## src/rtl/struct_array_pkg.sv

```systemverilog
// Shared types for the struct-array unpacker: element layout, word layout and FSM states.
package struct_array_pkg;

    localparam int ELEM_W  = 8;
    localparam int N_ELEMS = 4;

    typedef struct packed {
        logic       flag;
        logic [2:0] id;
        logic [3:0] val;
    } elem_t;

    typedef elem_t [N_ELEMS-1:0] struct_array_t;

    typedef enum logic {
        IDLE  = 1'b0,
        SHIFT = 1'b1
    } state_t;

endpackage

```

## src/rtl/struct_array_unpacker_if.sv

```systemverilog
// Word-in / element-out stream bundle; master drives words and accepts elements.
interface struct_array_unpacker_if #(
    parameter int N_ELEMS = 4,
    parameter int IDX_W   = $clog2(N_ELEMS)
);
    logic                          in_valid;
    logic                          in_ready;
    logic [N_ELEMS*8-1:0]          in_data;
    logic                          out_valid;
    logic                          out_ready;
    struct_array_pkg::elem_t       out_elem;
    logic [IDX_W-1:0]              out_idx;
    logic                          out_last;

    modport master (
        output in_valid, in_data, out_ready,
        input  in_ready, out_valid, out_elem, out_idx, out_last
    );

    modport slave (
        input  in_valid, in_data, out_ready,
        output in_ready, out_valid, out_elem, out_idx, out_last
    );
endinterface

```

## src/rtl/struct_array_unpacker.sv

```systemverilog
// Buffers one packed word and serialises it into one element per beat; counts retired words.
// Optional STRUCT_ARRAY_SKIP_EN: elements with flag==0 retire silently as a one-cycle bubble.
module struct_array_unpacker #(
    parameter int N_ELEMS = 4,
    parameter int CNT_W   = 16
) (
    input  logic                   clk,
    input  logic                   rst,
    struct_array_unpacker_if.slave bus,
    output logic [CNT_W-1:0]       word_cnt
);
    import struct_array_pkg::ELEM_W;
    import struct_array_pkg::elem_t;
    import struct_array_pkg::state_t;
    import struct_array_pkg::IDLE;
    import struct_array_pkg::SHIFT;

    localparam int               IDX_W    = $clog2(N_ELEMS);
    localparam logic [IDX_W-1:0] LAST_IDX = IDX_W'(N_ELEMS - 1);

    state_t                      state_q, state_d;
    logic [N_ELEMS*ELEM_W-1:0]   buf_q, buf_d;
    logic [IDX_W-1:0]            idx_q, idx_d;
    logic [CNT_W-1:0]            cnt_q, cnt_d;

    elem_t                       elems [N_ELEMS];
    elem_t                       cur_elem;
    logic                        skip;
    logic                        is_last;
    logic                        retire;
    logic                        in_ready_c;
    logic                        accept;

    for (genvar gi = 0; gi < N_ELEMS; gi++) begin : g_elem
        assign elems[gi] = elem_t'(buf_q[gi*ELEM_W +: ELEM_W]);
    end

    // Retire/accept decode; in_ready looks through out_ready so words chain with no bubble.
    always_comb begin
        cur_elem = elems[idx_q];
`ifdef STRUCT_ARRAY_SKIP_EN
        skip = (state_q == SHIFT) && !cur_elem.flag;
`else
        skip = 1'b0;
`endif
        is_last    = (idx_q == LAST_IDX);
        retire     = (state_q == SHIFT) && (skip || bus.out_ready);
        in_ready_c = (state_q == IDLE) || (retire && is_last);
        accept     = bus.in_valid && in_ready_c;
    end

    always_ff @(posedge clk) begin
        if (rst) begin
            state_q <= IDLE;
            buf_q   <= '0;
            idx_q   <= '0;
            cnt_q   <= '0;
        end else begin
            state_q <= state_d;
            buf_q   <= buf_d;
            idx_q   <= idx_d;
            cnt_q   <= cnt_d;
        end
    end

    always_comb begin
        state_d = state_q;
        buf_d   = buf_q;
        idx_d   = idx_q;
        cnt_d   = cnt_q;
        case (state_q)
            IDLE: begin
                if (accept) begin
                    state_d = SHIFT;
                    buf_d   = bus.in_data;
                    idx_d   = '0;
                end
            end
            SHIFT: begin
                if (retire) begin
                    if (!is_last) begin
                        idx_d = idx_q + 1'b1;
                    end else begin
                        cnt_d = cnt_q + 1'b1;
                        idx_d = '0;
                        if (accept) begin
                            buf_d = bus.in_data;
                        end else begin
                            state_d = IDLE;
                        end
                    end
                end
            end
            default: state_d = IDLE;
        endcase
    end

    always_comb begin
        bus.in_ready  = in_ready_c;
        bus.out_valid = (state_q == SHIFT) && !skip;
        bus.out_elem  = (state_q == SHIFT) ? cur_elem : '0;
        bus.out_idx   = (state_q == SHIFT) ? idx_q : '0;
        bus.out_last  = (state_q == SHIFT) && !skip && is_last;
    end

    assign word_cnt = cnt_q;

endmodule

```

## src/flat_wrapper.sv

```systemverilog
// flat-port wrapper written by rule: the top's interface ports become plain ports
module struct_array_unpacker_flat import struct_array_pkg::ELEM_W; import struct_array_pkg::elem_t; import struct_array_pkg::state_t; import struct_array_pkg::IDLE; import struct_array_pkg::SHIFT;
#(
    parameter int N_ELEMS = 4,
    parameter int CNT_W   = 16
)
  (clk, rst, word_cnt, bus_in_valid, bus_in_data, bus_out_ready, bus_in_ready, bus_out_valid, bus_out_elem, bus_out_idx, bus_out_last);
  struct_array_unpacker_if #(.N_ELEMS(N_ELEMS)) bus_i ();
  input  logic clk;
  input  logic rst;
  output logic [CNT_W-1:0] word_cnt;
  input wire logic [$bits(bus_i.in_valid)-1:0] bus_in_valid;
  input wire logic [$bits(bus_i.in_data)-1:0] bus_in_data;
  input wire logic [$bits(bus_i.out_ready)-1:0] bus_out_ready;
  output wire logic [$bits(bus_i.in_ready)-1:0] bus_in_ready;
  output wire logic [$bits(bus_i.out_valid)-1:0] bus_out_valid;
  output wire logic [$bits(bus_i.out_elem)-1:0] bus_out_elem;
  output wire logic [$bits(bus_i.out_idx)-1:0] bus_out_idx;
  output wire logic [$bits(bus_i.out_last)-1:0] bus_out_last;
  assign bus_i.in_valid = bus_in_valid;
  assign bus_i.in_data = bus_in_data;
  assign bus_i.out_ready = bus_out_ready;
  assign bus_in_ready = bus_i.in_ready;
  assign bus_out_valid = bus_i.out_valid;
  assign bus_out_elem = bus_i.out_elem;
  assign bus_out_idx = bus_i.out_idx;
  assign bus_out_last = bus_i.out_last;
  struct_array_unpacker #(.N_ELEMS(N_ELEMS), .CNT_W(CNT_W)) u_core (.clk(clk), .rst(rst), .bus(bus_i), .word_cnt(word_cnt));
endmodule
```

## config.mk

```make
export PLATFORM = sky130hd
export DESIGN_NAME = struct_array_unpacker_flat
export DESIGN_NICKNAME = d
export VERILOG_FILES = /design/src/rtl/struct_array_pkg.sv /design/src/rtl/struct_array_unpacker_if.sv /design/src/rtl/struct_array_unpacker.sv /design/src/flat_wrapper.sv
export SDC_FILE = /design/constraint.sdc
export NUM_CORES = 1
export LEC_CHECK = 0
export CORE_ASPECT_RATIO = 0.9
export CORE_UTILIZATION = 42
export DETAILED_ROUTE_END_ITERATION = 7
export MAX_ROUTING_LAYER = met4
export PLACE_DENSITY = 0.75
export SYNTH_ARGS = -nofsm -noshare
export SYNTH_HDL_FRONTEND = slang
export SYNTH_SLANG_ARGS = --single-unit
```

## constraint.sdc

```tcl
create_clock -name clk -period 1.7 [get_ports clk]
set_input_delay 0.51 -clock clk [delete_from_list [all_inputs] [get_ports clk]]
set_output_delay 0.51 -clock clk [all_outputs]
set_load 0.02 [all_outputs]
```

Word level (Yosys, flattened, before mapping)
Cells that the tools add are included.
{"block": "op_classes", "n_mux": 17, "bitwise": 2, "eq_ne": 4, "reduce_logical": 8, "n_addsub": 2, "magnitude_cmp": 1}
{"operator": "32-bit 2-to-1 mux", "count": 3}
{"operator": "32-bit case mux with 2 select lines", "count": 1}
{"operator": "8-bit 2-to-1 mux", "count": 3}
{"operator": "16-bit by 1-bit adder with 16-bit output (second input constant)", "count": 1}
{"operator": "8-bit binary-select mux with 2-bit select", "count": 1}
{"operator": "2-bit 2-to-1 mux", "count": 4}
{"operator": "1-bit logical AND", "count": 4}
{"operator": "2-bit inequality test (second input constant)", "count": 2}
{"operator": "2-bit case mux with 2 select lines", "count": 1}
{"operator": "2-bit AND reduction", "count": 2}
{"operator": "3-bit greater-or-equal comparator (second input constant)", "count": 1}
{"operator": "1-bit 2-to-1 mux", "count": 3}
{"operator": "2-bit NOT with 3-bit output", "count": 1}
{"operator": "3-bit AND reduction", "count": 1}
{"operator": "2-bit by 1-bit adder with 2-bit output (second input constant)", "count": 1}
{"operator": "2-bit == test (second input constant)", "count": 1}
{"operator": "2-bit by 1-bit inequality test with 1-bit output (second input constant)", "count": 1}
{"operator": "1-bit case mux with 2 select lines", "count": 1}
{"operator": "1-bit logical OR", "count": 1}
{"operator": "1-bit NOT", "count": 1}
{"block": "word_totals", "output_inout_bits": 29, "input_bits": 36, "elab_cells": 38, "regBits": 51}

Depth between registers and ports, before layout
Gate-level depths: netlist of the first run.
{"block": "depth", "depth_word": 8, "depth_mapped": 7, "depth_no_buf": 5}

Least setup slack after synthesis of the first run
Ideal clock, no wire load.
{"block": "synth_timing", "path_type": "reg-to-output", "startpoint": "reg u_core.idx_q[0]", "endpoint": "out bus_out_elem[0]", "required_ns": 1.190, "stages_incl_launch_ff": 4, "path_buffers": 1, "setup_slack_ns": -0.155, "arrival_ns": 1.345, "path_cell_list": "dfxtp_1 -> buf_2 -> mux4_2 -> and2_1"}
{"block": "synth_between", "elab_chain_len": 5}
{"element": "from (decl)", "line_no": "struct_array_unpacker.sv:23", "rtl": "logic [IDX_W-1:0] idx_q, idx_d;"}
{"element": "from (signal assigned)", "line_no": "struct_array_unpacker.sv:61", "rtl": "idx_q <= idx_d;"}
{"element": "2-bit NOT with 3-bit output (not written as such)", "line_no": "struct_array_unpacker.sv:40", "rtl": "cur_elem = elems[idx_q];"}
{"element": "8-bit binary-select mux with 2-bit select", "line_no": "struct_array_unpacker.sv:40"}
{"element": "8-bit 2-to-1 mux (not written as such) (2 in series)", "line_no": "struct_array_unpacker.sv:40"}
{"element": "8-bit 2-to-1 mux", "line_no": "struct_array_unpacker.sv:101", "rtl": "bus.out_elem = (state_q == SHIFT) ? cur_elem : '0;"}
{"element": "to (decl)", "line_no": "flat_wrapper.sv:17", "rtl": "output wire logic [$bits(bus_i.out_elem)-1:0] bus_out_elem;"}
No other way between the ends. The select of a mux whose other input is x is not followed.

Final worst setup path of the first run
{"block": "layout_timing", "startpoint": "reg u_core.idx_q[0]", "endpoint": "out bus_out_elem[6]"}
Same word-level chain as after synthesis.

==> results of run 1 <==
## cell usage after synthesis
| master | n | area, µm² |
|---|---|---|
| mux2_1 | 3 | 33.8 |
| nand3_1 | 7 | 35.0 |
| clkbuf_1 | 8 | 30.0 |
| nor2b_1 | 3 | 18.8 |
| nand4_1 | 6 | 37.5 |
| a21oi_1 | 35 | 175 |
| nor2_1 | 20 | 75.1 |
| mux4_2 | 8 | 180 |
| dfxtp_1 | 51 | 1020 |
| or2_1 | 1 | 6.26 |
| and4_1 | 3 | 26.3 |
| buf_2 | 9 | 45.0 |
| nand2_1 | 66 | 248 |
| buf_4 | 1 | 7.51 |
| mux2i_1 | 2 | 20.0 |
| and3_1 | 2 | 12.5 |
| or3_1 | 2 | 12.5 |
| nor3_1 | 2 | 10.0 |
| xnor2_1 | 3 | 26.3 |
| inv_1 | 1 | 3.75 |
| a32oi_1 | 2 | 17.5 |
| nand4_2 | 1 | 12.5 |
| or2_2 | 1 | 6.26 |
| ha_1 | 2 | 25.0 |
| o21ai_0 | 2 | 10.0 |
| xor2_1 | 7 | 61.3 |
| buf_1 | 1 | 3.75 |
| a21bo_2 | 1 | 10.0 |
| and2_1 | 12 | 75.1 |
## timing repair
item,4_1_cts,5_1_grt
hold buffers,0,0
setup endpoints to repair,37,34
buffers inserted,0,2
cloned,0,6
pin swaps,8,11
resized for setup,93,49
## worst max-delay path, stage by stage (launching register included)
cell     delay [ns]
dfxtp_4        0.38
buf_12         0.12
mux4_2         0.50
and2_4         0.16
buf_6          0.12
## flip-flops by register name (all words and copies together) (netlist names)
signal                count
u_core.buf_q             32
u_core.idx_q              2
u_core.word_cnt          16
u_core.bus.out_valid      1
## power by group through the flow
stage	combinational, W	clock, W	sequential (W)
final	0.000422	0.000863	0.00127
after global routing	0.000451	0.000936	0.00127
after CTS	0.000336	0.000880	0.00126
after detailed placement	0.000333	0	0.00129
after global placement	0.000327	0	0.00129
after floorplan	0.000165	0	0.00129
## worst paths after layout
| path | startpoint | cells after the start | to | slack, ns |
|---|---|---|---|---|
| setup / recovery | u_core.idx_q[0]$_SDFFE_PP0P_ | 4 | bus_out_elem[6] | -0.39 |
| hold / removal | u_core.buf_q[28]$_SDFFE_PP0P_ | 2 | u_core.buf_q[28]$_SDFFE_PP0P_ | 0.46 |
| setup reg to reg | u_core.idx_q[0]$_SDFFE_PP0P_ | 8 | u_core.word_cnt[13]$_SDFFE_PP0P_ | -0.12 |
| hold reg to reg | u_core.buf_q[28]$_SDFFE_PP0P_ | 2 | u_core.buf_q[28]$_SDFFE_PP0P_ | 0.46 |
## placed cells by master (no fill, tap or decap), drive strengths merged
master	instances
a21bo	1
a21oi	35
a32oi	2
and2	12
and3	2
and4	3
buf	40
bufinv	1
clkbuf	10
clkdlybuf4s50	33
clkinv	1
dfxtp	51
dlygate4sd2	17
ha	2
inv	1
mux2	3
mux2i	2
mux4	8
nand2	66
nand3	7
nand4	7
nor2	20
nor2b	3
nor3	2
o21ai	2
or2	2
or3	2
xnor2	3
xor2	7
## routing by layer
layer / routed length, µm / track usage, % / vias up
met1: 2790 / 25.7 / 1023
met4: 95 / 3.03 / 0
li1: - / - / 1053
met5: 0 / - / -
met3: 319 / 3.06 / 10
met2: 3130 / 34.1 / 61
## through the flow
step                      utilization [%]  cell area (µm²)  cells  hold slack, ns  total power [W]
after floorplan                         -             2270    262           0.433          0.00145
after global placement               62.9             3140    394           0.441          0.00162
after detailed placement             62.9             3140    394           0.445          0.00162
after CTS                            65.4             3260    402           0.457          0.00248
after global routing                 71.2             3550    410           0.480          0.00266
final                                71.2             3550    410           0.460          0.00255
## logic make-up after synthesis
kind of cell | count (synthesis)
AND/OR/NAND/NOR | 126
flip-flops | 51
AO/OA/AOI/OAI | 40
buffers and inverters | 20
multiplexers | 13
XOR/XNOR | 10
adder cells (fa/ha/maj) | 2
## cell type report
| type | count | area, µm² | share of cell area (%) |
|---|---|---|---|
| clock buffer | 6 | 82.6 | 2.33 |
| clock inverter | 2 | 35.0 | 0.987 |
| timing repair buffer | 94 | 1010 | 28.4 |
| inverter | 1 | 3.75 | 0.106 |
| tap | 65 | 81.3 | 2.29 |
| sequential | 51 | 1030 | 28.9 |
| multi-input combinational | 191 | 1310 | 36.9 |
==> flow_metrics.tcl, run 1 <==
set metrics [dict create \
    status "finished, violations left" \
    violations "negative setup slack" \
    grt_pass1_vias 1903 \
    combPwrFrac_pct 16.6 \
    core_um2 4980 \
    finalHoldViolCount 0 \
    synth_area_per_cell_um2 8.57 \
    synth_seq_area_share_pct 45.5 \
    clk_pin_slew_ns 0.09 \
    drt_wl_total_mm 6.34 \
    syn_to_final_growth_pct 58.0 \
    worstHoldPathType "flop to flop" \
    max_cap_violations 0 \
    drt_iter0_markers 144 \
    power_density_nw_per_um2 719 \
    p_seq_share_pct 49.6 \
    ys_ff_latch 51 \
    critPathMaxFanout 6 \
    num_rows 24 \
    place_congestion 0.865 \
    wl_per_cell_um 15.5 \
    syn_nets 300 \
    grt_remaining_overflow 0 \
    grtUsageTotal_pct 20.0 \
    max_freq_ghz 0.480 \
    dp_hpwl_mm 3.77 \
    antenna_found_initial 0 \
    cts_made_buffers 5 \
    ctsRootBufferMaster "clkbuf_8" \
    pre_cts_slack_ns -0.577 \
    synth_area_um2 2250 \
    slew_headroom_pct 78.3 \
    grt_setup_unrepaired "true" \
    ir_drop_mv 0.687 \
    io_buffers 64 \
    drive_above_1_share_pct 32.2 \
    switchingPower_w 0.000596 \
    grt_pass1_wl_mm 8.69 \
    synthMuxAreaShare_pct 10.4 \
    post-route-period-util_pct 123 \
    synth_cell_type_count 29 \
    synthAdderAreaFrac_pct 1.11 \
    synth_xor_area_share_pct 3.90 \
    synth_simple_gate_area_share_pct 25.6 \
    clk_latency_ns 0.29 \
    cts_tree "built" \
    die_y_um 71.4 \
    min_period_ns 2.09 \
    worst_pin_slew_ns 0.324 \
    ios 65 \
    n_antenna_cell 0 \
    clockBufferDepth 2 \
    cp.arrival_ns 1.58 \
    cp_data_required_time_ns 1.19 \
    die_x_um 79.1 \
    clkPwrFrac_pct 33.8 \
    ant_nets 0 \
    firstDrtPassIters 4 \
    grt_max_degree 33 \
    synth_warnings 0 \
    htreeDepth 2 \
    tns_ns -3.84 \
    initial_core_util_pct 45.1 \
    cp-start-kind "flop" \
    swShare_pct 23.4 \
    fin_ws_ns -0.385 \
    vias_per_cell 5.24 \
    final_nets 382 \
    die_area_um2 5640 \
    path_class "flop to primary output" \
    synth_top_family_by_area "simple AND/OR/NAND/NOR gates" \
    synth_compound_area_share_pct 9.47 \
    clock_sinks 51 \
    finClkSkew_ns 0.00508 \
    synthCells 262 \
    static-leakage-power_nw 1.45 \
    setup_viol 34 \
    p_int_w 0.00195 \
    drc 0 \
    slew_violations 0 \
    vias 2147 \
    fillers 395 \
    crit_path_end_kind "primary output" \
]
(Power assumes the default switching activity.)
==> run 2, diff against run 1 <==
Settings changed: CORE_UTILIZATION 42 to 40, PLACE_DENSITY 0.75 to 0.72.
==> flow_metrics.tcl, run 2 (synthesis results as in run 1) <==
set metrics [dict create \
    grt_setup_unrepaired "true" \
    min_period_ns 2.08 \
    place_congestion 0.893 \
    power_density_nw_per_um2 673 \
    crit_top_cell "buf_6" \
    cts_tree "built" \
    mostFrequentLayoutCells "54 x nand2_1, 48 x dfxtp_1, 33 x clkdlybuf4s50_1, 28 x a21oi_1, 19 x nor2_1" \
    pre_cts_slack_ns -0.569 \
    final_common_cell "nand2_1" \
    cp_slowest_cell "mux4_2" \
    grt_remaining_overflow 0 \
    die_y_um 73.1 \
    drive_above_1_share_pct 30.5 \
    critPathMaxFanout 4 \
    status "finished, violations left" \
    max_freq_ghz 0.480 \
    core_um2 5320 \
    ant_nets 0 \
    grt_pass1_wl_mm 8.78 \
    grtUsageTotal_pct 19.7 \
    cp-start-kind "flop" \
    finalHoldViolCount 0 \
    slew_headroom_pct 77.4 \
    finClkSkew_ns 0.00715 \
    firstDrtPassIters 4 \
    io_buffers 64 \
    path_class "flop to primary output" \
    clk_pin_slew_ns 0.10 \
    die_x_um 81.0 \
    worstReg2RegStart "u_core.idx_q[0]$_SDFFE_PP0P_" \
    place_area_um2 3120 \
    drc 0 \
    dp_hpwl_mm 3.75 \
    clockBufferDepth 2 \
    wl_per_cell_um 15.0 \
    initial_core_util_pct 42.2 \
    cp.arrival_ns 1.57 \
    worstPathCellList "buf_6 -> mux4_2 -> and2_4 -> buf_6" \
    max_cap_violations 0 \
    ir_drop_mv 0.485 \
    vias_per_cell 5.22 \
    crit_end "bus_out_elem[1]" \
    post-route-period-util_pct 123 \
    worst_pin_slew_ns 0.338 \
    largest_reg_flops 32 \
    ios 65 \
    clock_sinks 51 \
    n_antenna_cell 0 \
    htreeDepth 2 \
    drt_iter0_markers 88 \
    static-leakage-power_nw 1.45 \
    grt_pass1_vias 1926 \
    antenna_found_initial 0 \
    final_nets 385 \
    die_area_um2 5920 \
    slew_violations 0 \
    worstHoldPathType "flop to flop" \
    setup_viol 42 \
    critPathLaunch "u_core.idx_q[0]$_SDFFE_PP0P_" \
    crit_path_end_kind "primary output" \
    ctsRootBufferMaster "clkbuf_8" \
    violations "negative setup slack" \
    design_area_um2 3510 \
    rrSetupSlack_ns -0.16 \
    drt_wl_total_mm 6.22 \
    r2r_cells 9 \
    syn_to_final_growth_pct 56.3 \
    top_register "u_core.buf_q" \
    fin_ws_ns -0.383 \
    vias 2167 \
    r2r-end "u_core.word_cnt[11]$_SDFFE_PP0P_" \
    grt_max_degree 33 \
    clk_latency_ns 0.30 \
    cts_made_buffers 5 \
    cp_data_required_time_ns 1.19 \
    cp_slowest_stage_delay_ns 0.50 \
    num_rows 25 \
]
==> run 2: how the worst min path moves through the flow <==
| stage | from | slack [ns] | depth (start not counted) | to |
|---|---|---|---|---|
| 2_1_floorplan | u_core.buf_q[16]$_SDFFE_PP0P_ | 0.43 | 2 | u_core.buf_q[16]$_SDFFE_PP0P_ |
| 3_3_place_gp | u_core.buf_q[2]$_SDFFE_PP0P_ | 0.44 | 2 | u_core.buf_q[2]$_SDFFE_PP0P_ |
| 3_5_place_dp | u_core.buf_q[2]$_SDFFE_PP0P_ | 0.45 | 2 | u_core.buf_q[2]$_SDFFE_PP0P_ |
| 4_1_cts | u_core.buf_q[2]$_SDFFE_PP0P_ | 0.46 | 2 | u_core.buf_q[2]$_SDFFE_PP0P_ |
| 5_1_grt | u_core.buf_q[20]$_SDFFE_PP0P_ | 0.49 | 2 | u_core.buf_q[20]$_SDFFE_PP0P_ |
| 6_report | u_core.buf_q[2]$_SDFFE_PP0P_ | 0.46 | 2 | u_core.buf_q[2]$_SDFFE_PP0P_ |
==> run 2: worst max-delay path: cells and delay by family, from the launching register on <==
kind / cells / cell delay [ns]
buf+inv: 2 / 0.24
flops: 1 / 0.38
mux: 1 / 0.50
simple gates: 1 / 0.16
==> run 2: per-stage QoR <==
| stage | total power, W | hold WS [ns] | util, % | setup TNS (ns) | cells |
|---|---|---|---|---|---|
| 2_1_floorplan | 0.00145 | 0.433 | - | 0 | 262 |
| 3_3_place_gp | 0.00161 | 0.440 | 58.7 | -16.41 | 397 |
| 3_5_place_dp | 0.00162 | 0.447 | 58.7 | -16.23 | 397 |
| 4_1_cts | 0.00232 | 0.460 | 61.3 | -3.26 | 407 |
| 5_1_grt | 0.00247 | 0.486 | 66.0 | -7.69 | 415 |
| 6_report | 0.00236 | 0.459 | 66.0 | -4.75 | 415 |
==> run 2: layout make-up <==
cell class,instances,area (µm²)
Inverter,1,3.75
Tap cell,67,83.8
Multi-Input combinational cell,191,1290
Sequential cell,51,1030
Clock inverter,2,16.3
Fill cell,412,1810
Timing Repair Buffer,97,1010
Clock buffer,6,72.6
==> run 2: metal layers <==
metal,up-vias,global-route usage (%),part of all wire (%)
met5,-,-,0
met4,0,4.37,0.51
met3,2,3.13,4.5
met2,61,33.1,52
met1,1051,24.8,43
li1,1053,-,-
==> run 2: timing repair <==
action | in CTS | in global routing
resized for setup | 101 | 35
pin swaps | 10 | 9
endpoints found under the setup margin | 66 | 17
cloned | 0 | 4
buffers inserted | 2 | 4
hold buffers | 0 | 0
==> run 2: where the power goes <==
group          switching (W)  internal, W  total (W)
clock network       0.000401     0.000296   0.000697
logic               0.000174     0.000227   0.000401
registers          0.0000255      0.00124    0.00126
total               0.000600      0.00176    0.00236
